--- src/rtl/mem_stage.sv ---
// MEM stage of the 5-stage MIPS core: registers EX results, aligns/extends sync-SRAM
// load data, resolves GPR and HI/LO writes. Optional macro: MEM_ADDR_CHECK_EN.
module mem_stage #(
  parameter int EX_TO_MEM_W = 175,
  parameter int MEM_TO_WB_W = 136,
  parameter int MEM_TO_ID_W = 104
) (
  input  logic                   clk,
  input  logic                   rst,
  input  logic [5:0]             stall,
  input  logic [EX_TO_MEM_W-1:0] ex_to_mem_bus,
  input  logic [31:0]            data_sram_rdata,
  output logic [MEM_TO_WB_W-1:0] mem_to_wb_bus,
  output logic [MEM_TO_ID_W-1:0] mem_to_id_bus,
  output logic                   mem_is_load,
  output logic                   mem_excp_adel
);

  localparam logic [5:0] OP_LB  = 6'b100000;
  localparam logic [5:0] OP_LBU = 6'b100100;
  localparam logic [5:0] OP_LH  = 6'b100001;
  localparam logic [5:0] OP_LHU = 6'b100101;
  localparam logic [5:0] OP_LW  = 6'b100011;
  localparam logic [5:0] OP_SH  = 6'b101001;
  localparam logic [5:0] OP_SW  = 6'b101011;

  logic [EX_TO_MEM_W-1:0] bus_r;
  logic [31:0]            rdata_hold_r;
  logic                   hold_vld_r;

  logic [1:0]  mt_flag_s;
  logic        flag_s;
  logic [63:0] result_s;
  logic [31:0] inst_s;
  logic [31:0] pc_s;
  logic        dram_en_s;
  logic [3:0]  dram_wen_s;
  logic        sel_rf_res_s;
  logic        rf_we_s;
  logic [4:0]  rf_waddr_s;
  logic [31:0] ex_result_s;

  assign {mt_flag_s, flag_s, result_s, inst_s, pc_s, dram_en_s, dram_wen_s,
          sel_rf_res_s, rf_we_s, rf_waddr_s, ex_result_s} = bus_r;

  logic [5:0]  opcode_s;
  logic [1:0]  addr_s;
  logic        is_load_s;
  logic        adel_s;
  logic [31:0] load_src_s;
  logic [7:0]  byte_s;
  logic [15:0] half_s;
  logic [31:0] load_val_s;
  logic [31:0] rf_wdata_s;
  logic        rf_we_out_s;
  logic [1:0]  hilo_we_s;
  logic [1:0]  hilo_we_out_s;
  logic [31:0] hi_wdata_s;
  logic [31:0] lo_wdata_s;
  logic        unused_s;

  assign opcode_s = inst_s[31:26];
  assign addr_s   = ex_result_s[1:0];
  assign unused_s = ^{stall[5], stall[2:0], dram_en_s, dram_wen_s, inst_s[25:0]};

  // Stage register plus capture of load data across a full stall.
  always_ff @(posedge clk or posedge rst) begin
    if (rst) begin
      bus_r        <= '0;
      rdata_hold_r <= 32'd0;
      hold_vld_r   <= 1'b0;
    end else begin
      case ({stall[4], stall[3]})
        2'b00, 2'b10: begin
          bus_r      <= ex_to_mem_bus;
          hold_vld_r <= 1'b0;
        end
        2'b01: begin
          bus_r      <= '0;
          hold_vld_r <= 1'b0;
        end
        2'b11: begin
          // SRAM data is only valid on the first MEM cycle, so freeze it there.
          if (is_load_s && !hold_vld_r) begin
            rdata_hold_r <= data_sram_rdata;
            hold_vld_r   <= 1'b1;
          end else begin
            rdata_hold_r <= rdata_hold_r;
            hold_vld_r   <= hold_vld_r;
          end
        end
        default: begin
          bus_r      <= '0;
          hold_vld_r <= 1'b0;
        end
      endcase
    end
  end

  // Load opcode decode.
  always_comb begin
    is_load_s = 1'b0;
    case (opcode_s)
      OP_LB, OP_LBU, OP_LH, OP_LHU, OP_LW: is_load_s = 1'b1;
      default:                             is_load_s = 1'b0;
    endcase
  end

  // Misaligned access detection.
  always_comb begin
    adel_s = 1'b0;
`ifdef MEM_ADDR_CHECK_EN
    if (dram_en_s) begin
      case (opcode_s)
        OP_LH, OP_LHU, OP_SH: adel_s = addr_s[0];
        OP_LW, OP_SW:         adel_s = (addr_s != 2'd0);
        default:              adel_s = 1'b0;
      endcase
    end else begin
      adel_s = 1'b0;
    end
`else
    adel_s = 1'b0;
`endif
  end

  // Load data alignment and extension.
  always_comb begin
    load_src_s = hold_vld_r ? rdata_hold_r : data_sram_rdata;
    byte_s     = 8'd0;
    half_s     = 16'd0;
    load_val_s = load_src_s;
    case (addr_s)
      2'd0:    byte_s = load_src_s[7:0];
      2'd1:    byte_s = load_src_s[15:8];
      2'd2:    byte_s = load_src_s[23:16];
      2'd3:    byte_s = load_src_s[31:24];
      default: byte_s = 8'd0;
    endcase
    if (addr_s[1]) begin
      half_s = load_src_s[31:16];
    end else begin
      half_s = load_src_s[15:0];
    end
    case (opcode_s)
      OP_LB:   load_val_s = {{24{byte_s[7]}}, byte_s};
      OP_LBU:  load_val_s = {24'd0, byte_s};
      OP_LH:   load_val_s = {{16{half_s[15]}}, half_s};
      OP_LHU:  load_val_s = {16'd0, half_s};
      OP_LW:   load_val_s = load_src_s;
      default: load_val_s = load_src_s;
    endcase
  end

  // HI/LO write resolution; multiply/divide results take priority over mthi/mtlo.
  always_comb begin
    hilo_we_s  = 2'b00;
    hi_wdata_s = 32'd0;
    lo_wdata_s = 32'd0;
    if (flag_s) begin
      hilo_we_s  = 2'b11;
      hi_wdata_s = result_s[63:32];
      lo_wdata_s = result_s[31:0];
    end else if (mt_flag_s[1]) begin
      hilo_we_s  = 2'b10;
      hi_wdata_s = ex_result_s;
    end else if (mt_flag_s[0]) begin
      hilo_we_s  = 2'b01;
      lo_wdata_s = ex_result_s;
    end else begin
      hilo_we_s = 2'b00;
    end
  end

  assign rf_wdata_s    = sel_rf_res_s ? load_val_s : ex_result_s;
  assign rf_we_out_s   = rf_we_s & ~adel_s;
  assign hilo_we_out_s = hilo_we_s & {2{~adel_s}};

  assign mem_to_wb_bus = {hilo_we_out_s, hi_wdata_s, lo_wdata_s, pc_s,
                          rf_we_out_s, rf_waddr_s, rf_wdata_s};
  assign mem_to_id_bus = {hilo_we_out_s, hi_wdata_s, lo_wdata_s,
                          rf_we_out_s, rf_waddr_s, rf_wdata_s};
  assign mem_is_load   = is_load_s;
  assign mem_excp_adel = adel_s;

endmodule

--- config.mk ---
export PLATFORM = sky130hd
export DESIGN_NAME = mem_stage
export DESIGN_NICKNAME = d
export VERILOG_FILES = /design/src/rtl/mem_stage.sv
export SDC_FILE = /design/constraint.sdc
export NUM_CORES = 1
export LEC_CHECK = 0
export ABC_AREA = 1
export CORE_MARGIN = 2
export CORE_UTILIZATION = 35
export CTS_CLUSTER_DIAMETER = 200
export CTS_CLUSTER_SIZE = 16
export DETAILED_ROUTE_END_ITERATION = 8
export PLACE_DENSITY = 0.68
export SKIP_LAST_GASP = 1
export SYNTH_ARGS = -nofsm -noshare
export SYNTH_HDL_FRONTEND = slang
export SYNTH_SLANG_ARGS = --single-unit
export TNS_END_PERCENT = 20
--- constraint.sdc ---
create_clock -name clk -period 15.95 [get_ports clk]
set_clock_uncertainty 0.15 [all_clocks]
set_input_delay 3.19 -clock clk [delete_from_list [all_inputs] [get_ports clk]]
set_output_delay 3.19 -clock clk [all_outputs]
set_load 0.03 [all_outputs]
After elaboration in Yosys (flattened, before gate mapping)
Index checks and enable logic that the tools add are counted.

Bits of input ports: 215. Flip-flop bits (word level): 208. Word-level logic and storage cells: 41. Output and inout bits: 242.

Equality and inequality tests: 12. Reductions and logical operators: 9. Mux-type cells: 17.

Operators with widths (count): $pmux W175 S2 (1); $mux W32 (7); $pmux W32 S4 (1); $pmux W8 S4 (1); $eq A6 B6 Y1 const B (5); $mux W16 (1); $eq A2 B2 Y1 const B (4); $reduce_or A5 Y1 (1); $eq A2 B1 Y1 const B (2); $logic_not A2 Y1 (2); $mux W2 (2); $mux W1 (3); $reduce_or A3 Y1 (1); $ne A2 B2 Y1 const B (1); $pmux W1 S2 (1); $reduce_and A2 Y1 (1); $reduce_bool A2 Y1 (1); $reduce_or A2 Y1 (1); $logic_and A1 B1 Y1 (1); $logic_not A1 Y1 (1).

Depth between registers and ports, before layout
Depth after elaboration: 6. Mapped depth: 14.

Worst setup path before layout
No wires, ideal clock.

Path kind: input port to output port. Start: input data_sram_rdata[8]. End: output mem_to_wb_bus[0]. Data arrival time: 4.414 ns. Cell stages on the path: 9. Slack: 8.196 ns. Required time: 12.610 ns. Buffers on the path: 1. Path through: inv_1 > nand2_1 > o21ai_0 > nand2_1 > nand3_1 > nand2_1 > nand2_1 > a21oi_1 > buf_4.

Word-level cells in the longest chain between the ends: 4.

RTL lines: start, declared (line 12) `input logic [31:0] data_sram_rdata,`; $mux W32 (line 129) `load_src_s = hold_vld_r ? rdata_hold_r : data_sram_rdata;`; $pmux W8 S4 (line 133) `case (addr_s)`; $pmux W32 S4 (line 145) `case (opcode_s)`; $mux W32 (line 175) `assign rf_wdata_s = sel_rf_res_s ? load_val_s : ex_result_s;`; end, declared (line 13) `output logic [MEM_TO_WB_W-1:0] mem_to_wb_bus,`.

No other way between the ends.

Worst setup path in the final report
Start: input data_sram_rdata[15]. End: output mem_to_wb_bus[13].

The elaborated chain is that of the path after synthesis.

==> run_results.csv <==
group,metric,value,unit
worst_setup_path,crit_path_cell_trace,"clkdlybuf4s50_1, inv_1, nand2_1, nand3_1, nand2_1, inv_1, nand2_2, nand3_2, nand2_1, nand2_1, nand2_1, clkdlybuf4s50_1",
power_and_ir_drop,p_sw_share,36.6,%
layout,final_nets,1771,
synthesis,synth_nets,1551,
clocking,root_buffer,"clkbuf_16",
route,drc,0,
clocking,cts_sinks,177,
worst_hold_path,min_path_type,"flip-flop to flip-flop",
sta,timing.fmax,0.110,GHz
die,die_h,176,um
worst_setup_path,crit_top_cell,"nand2_1",
clocking,postCtsHoldBufs,0,
synthesis,ys_warn_count,0,
worst_setup_path,cp_top_family,"buffers and inverters",
flow_run,maxCapViolCount,0,
die,fp-row-count,62,
worst_setup_path,cp.required,12.61,ns
synthesis,yosys_register_bits,177,
die,coreArea,28900,um2
global_route,use_met2,36.6,%
power_and_ir_drop,pwr-share-clk,30.4,%
synthesis,synth_top_area_share,42.8,%
place,port-buffer-count,420,
worst_setup_path,start_kind,"input port",
die,fp.dieArea,31000,um2
place,placed_cells_incl_taps,1921,
worst_setup_path,critPathBufInv,4,
power_and_ir_drop,p_leak,6.74,nW
clocking,htreeDepth,4,
power_and_ir_drop,seq_power_share,37.5,%
power_and_ir_drop,peakVddDrop,0.0000502,V
global_route,grt-ovfl-total,0,
place,pre_cts_slack,6.89,ns
die,ioPinCount,457,
worst_setup_path,crit_type,"input port to primary output",
global_route,grt_use_met1,29.2,%
run_status,outcome,"complete, no violations",
worst_setup_path,critPathSlowestCell,"clkdlybuf4s50_1",
synthesis,synth_cells,1336,
worst_setup_path,worstPathMaxFanout,24,
sta,fin_crit_sh,56.8,%
worst_setup_path,end_kind,"primary output",
global_route,grtUsageTotal,22.5,%
place,hpwlAfterDp,26.3,mm
worst_setup_path,critPathMaxStageDelay,0.73,ns
synthesis,syn_avg_cell_area,7.75,um2
sta,setup_viol,0,
route,wl_per_cell,18.1,um
sta,hold_slack,0.323,ns
power_and_ir_drop,pwr-share-comb,32.1,%
layout,syn2layout_area_growth,37.0,%
synthesis,ys_seq_area_share,42.8,%
die,die_w,176,um
place,dpl-instance-area,13600,um2
clocking,cts_max_path_buffers,2,
route,wirelength,35.5,mm
route,final_antenna_net_count,0,
global_route,grt_pass1_wl,53.4,mm
route,drtPass1Iterations,5,
place,finalWeightedCongestion,0.850,
layout,drive_gt1_share,5.93,%
sta,hold_viol_final,0,
clocking,tritoncts,"built",
power_and_ir_drop,p_int,0.893,mW
global_route,gr-usage-met3,5.84,%
global_route,grt_pass1_vias,9174,
clocking,post_cts_resized,0,
clocking,clk_pin_slew,0.07,ns
global_route,grt_max_degree,125,
die,start_util,35.8,%
power_and_ir_drop,p_per_area,99.2,nW/um2
clocking,post_cts_buffers,0,
sta,slew_violations,0,
power_and_ir_drop,p_switching,0.515,mW
sta,tightest_slew,1.05,ns
global_route,antenna_found_initial,2,
clocking,numCtsBuffers,17,
sta,rsz0062_at_grt,"false",
layout,fin_area,14200,um2
clocking,clk_latency,0.42,ns
global_route,busiest_layer,"met2",
worst_setup_path,arrival,5.72,ns
layout,layout_common_cells,"clkdlybuf4s50_1 (418), inv_1 (299), nand2_1 (210)",
layout,final_common_cell,"clkdlybuf4s50_1",
route,drtIter0Drc,614,
layout,final_cells,1955,
sta,fin_setup_tns,0,ns
synthesis,synth.area.top_cells,"dfrtp_1 (43%), inv_1 (11%), buf_4 (11%), o22ai_1 (9.0%), nand2_1 (7.6%)",
route,routed_via_density,4.81,
synthesis,ys_types,29,
synthesis,yosysTopAreaCell,"dfrtp_1",
sta,finalCriticalPeriod,9.06,ns
power_and_ir_drop,design_power_total,1.41,mW
layout,fin_util,49.0,%
sta,setup_slack,6.89,ns
route,via_count,9402,
sta,relSlewSlack,30.0,%
synthesis,syn-cell-area,10400,um2
==> cells in the mapped netlist <==
cell type  instances
inv_1            301
nand2_1          211
dfrtp_1          177
o22ai_1          149
buf_4            145
nand3_1           73
o21ai_0           59
clkbuf_1          41
o21ai_2           36
a21oi_1           33
nor2_1            26
buf_2             21
o32ai_1           20
buf_6             10
buf_1              6
inv_2              5
o21ai_1            5
nor3_1             3
clkinv_1           2
nand2_2            2
nand2_4            2
nor2_2             2
a21oi_2            1
a31oi_1            1
buf_8              1
conb_1             1
inv_6              1
nand3_2            1
nor2_4             1
==> metal layers <==
layer	up-vias	wire (um)
met3	44	2650
met1	4433	14900
met4	0	879
li1	4533	-
met5	-	0
met2	392	17100
==> cell type report <==
cell class / count / area, um2
Inverter: 309 / 1170
Timing Repair Buffer: 425 / 4240
Sequential cell: 177 / 4430
Clock buffer: 17 / 425
Clock inverter: 15 / 163
Tap cell: 384 / 480
Fill cell: 2758 / 14700
Multi-Input combinational cell: 626 / 3270
Antenna cell: 2 / 5.00
==> kinds of logic (layout without fill, tap and decap cells) <==
family | count (synthesis) | after routing | synth area share, %
other | 1 | 3 | 0.0362
AOI/OAI and AO/OA | 304 | 304 | 18.6
and+or+nand+nor | 321 | 321 | 12.9
DFF | 177 | 177 | 42.8
buffers and inverters | 533 | 766 | 25.7
==> worst reg2reg max path, delay by kind of cell (launching register included) <==
family,cells,cell delay (ns)
buffers and inverters,2,0.40
AOI/OAI and AO/OA,1,0.35
DFF,1,0.43
and+or+nand+nor,5,1.42
==> power groups by stage <==
stage / logic [mW] / registers [mW] / clock network (mW)
floorplan: 0.305 / 0.528 / 0
global placement: 0.449 / 0.534 / 0
detailed placement: 0.454 / 0.536 / 0
CTS: 0.456 / 0.528 / 0.434
global route: 0.484 / 0.534 / 0.455
finish: 0.453 / 0.528 / 0.428
==> flip-flops by register name (all words and copies together) (netlist names) <==
register      cells
bus_r           144
hold_vld_r        1
rdata_hold_r     32
==> worst paths after layout <==
path	start	end	slack, ns	depth (start not counted)
hold reg to reg	rdata_hold_r[23]	rdata_hold_r[23]	0.32	2
setup / recovery	data_sram_rdata[15]	mem_to_wb_bus[13]	6.89	12
max in group asynchronous	rst	rdata_hold_r[31]	11.13	3
min in group asynchronous	rst	bus_r[115]	3.20	2
hold / removal	rdata_hold_r[23]	rdata_hold_r[23]	0.32	2
setup reg to reg	bus_r[106]	rdata_hold_r[7]	13.09	8
No activity file was read; power rests on OpenSTA's default activity.
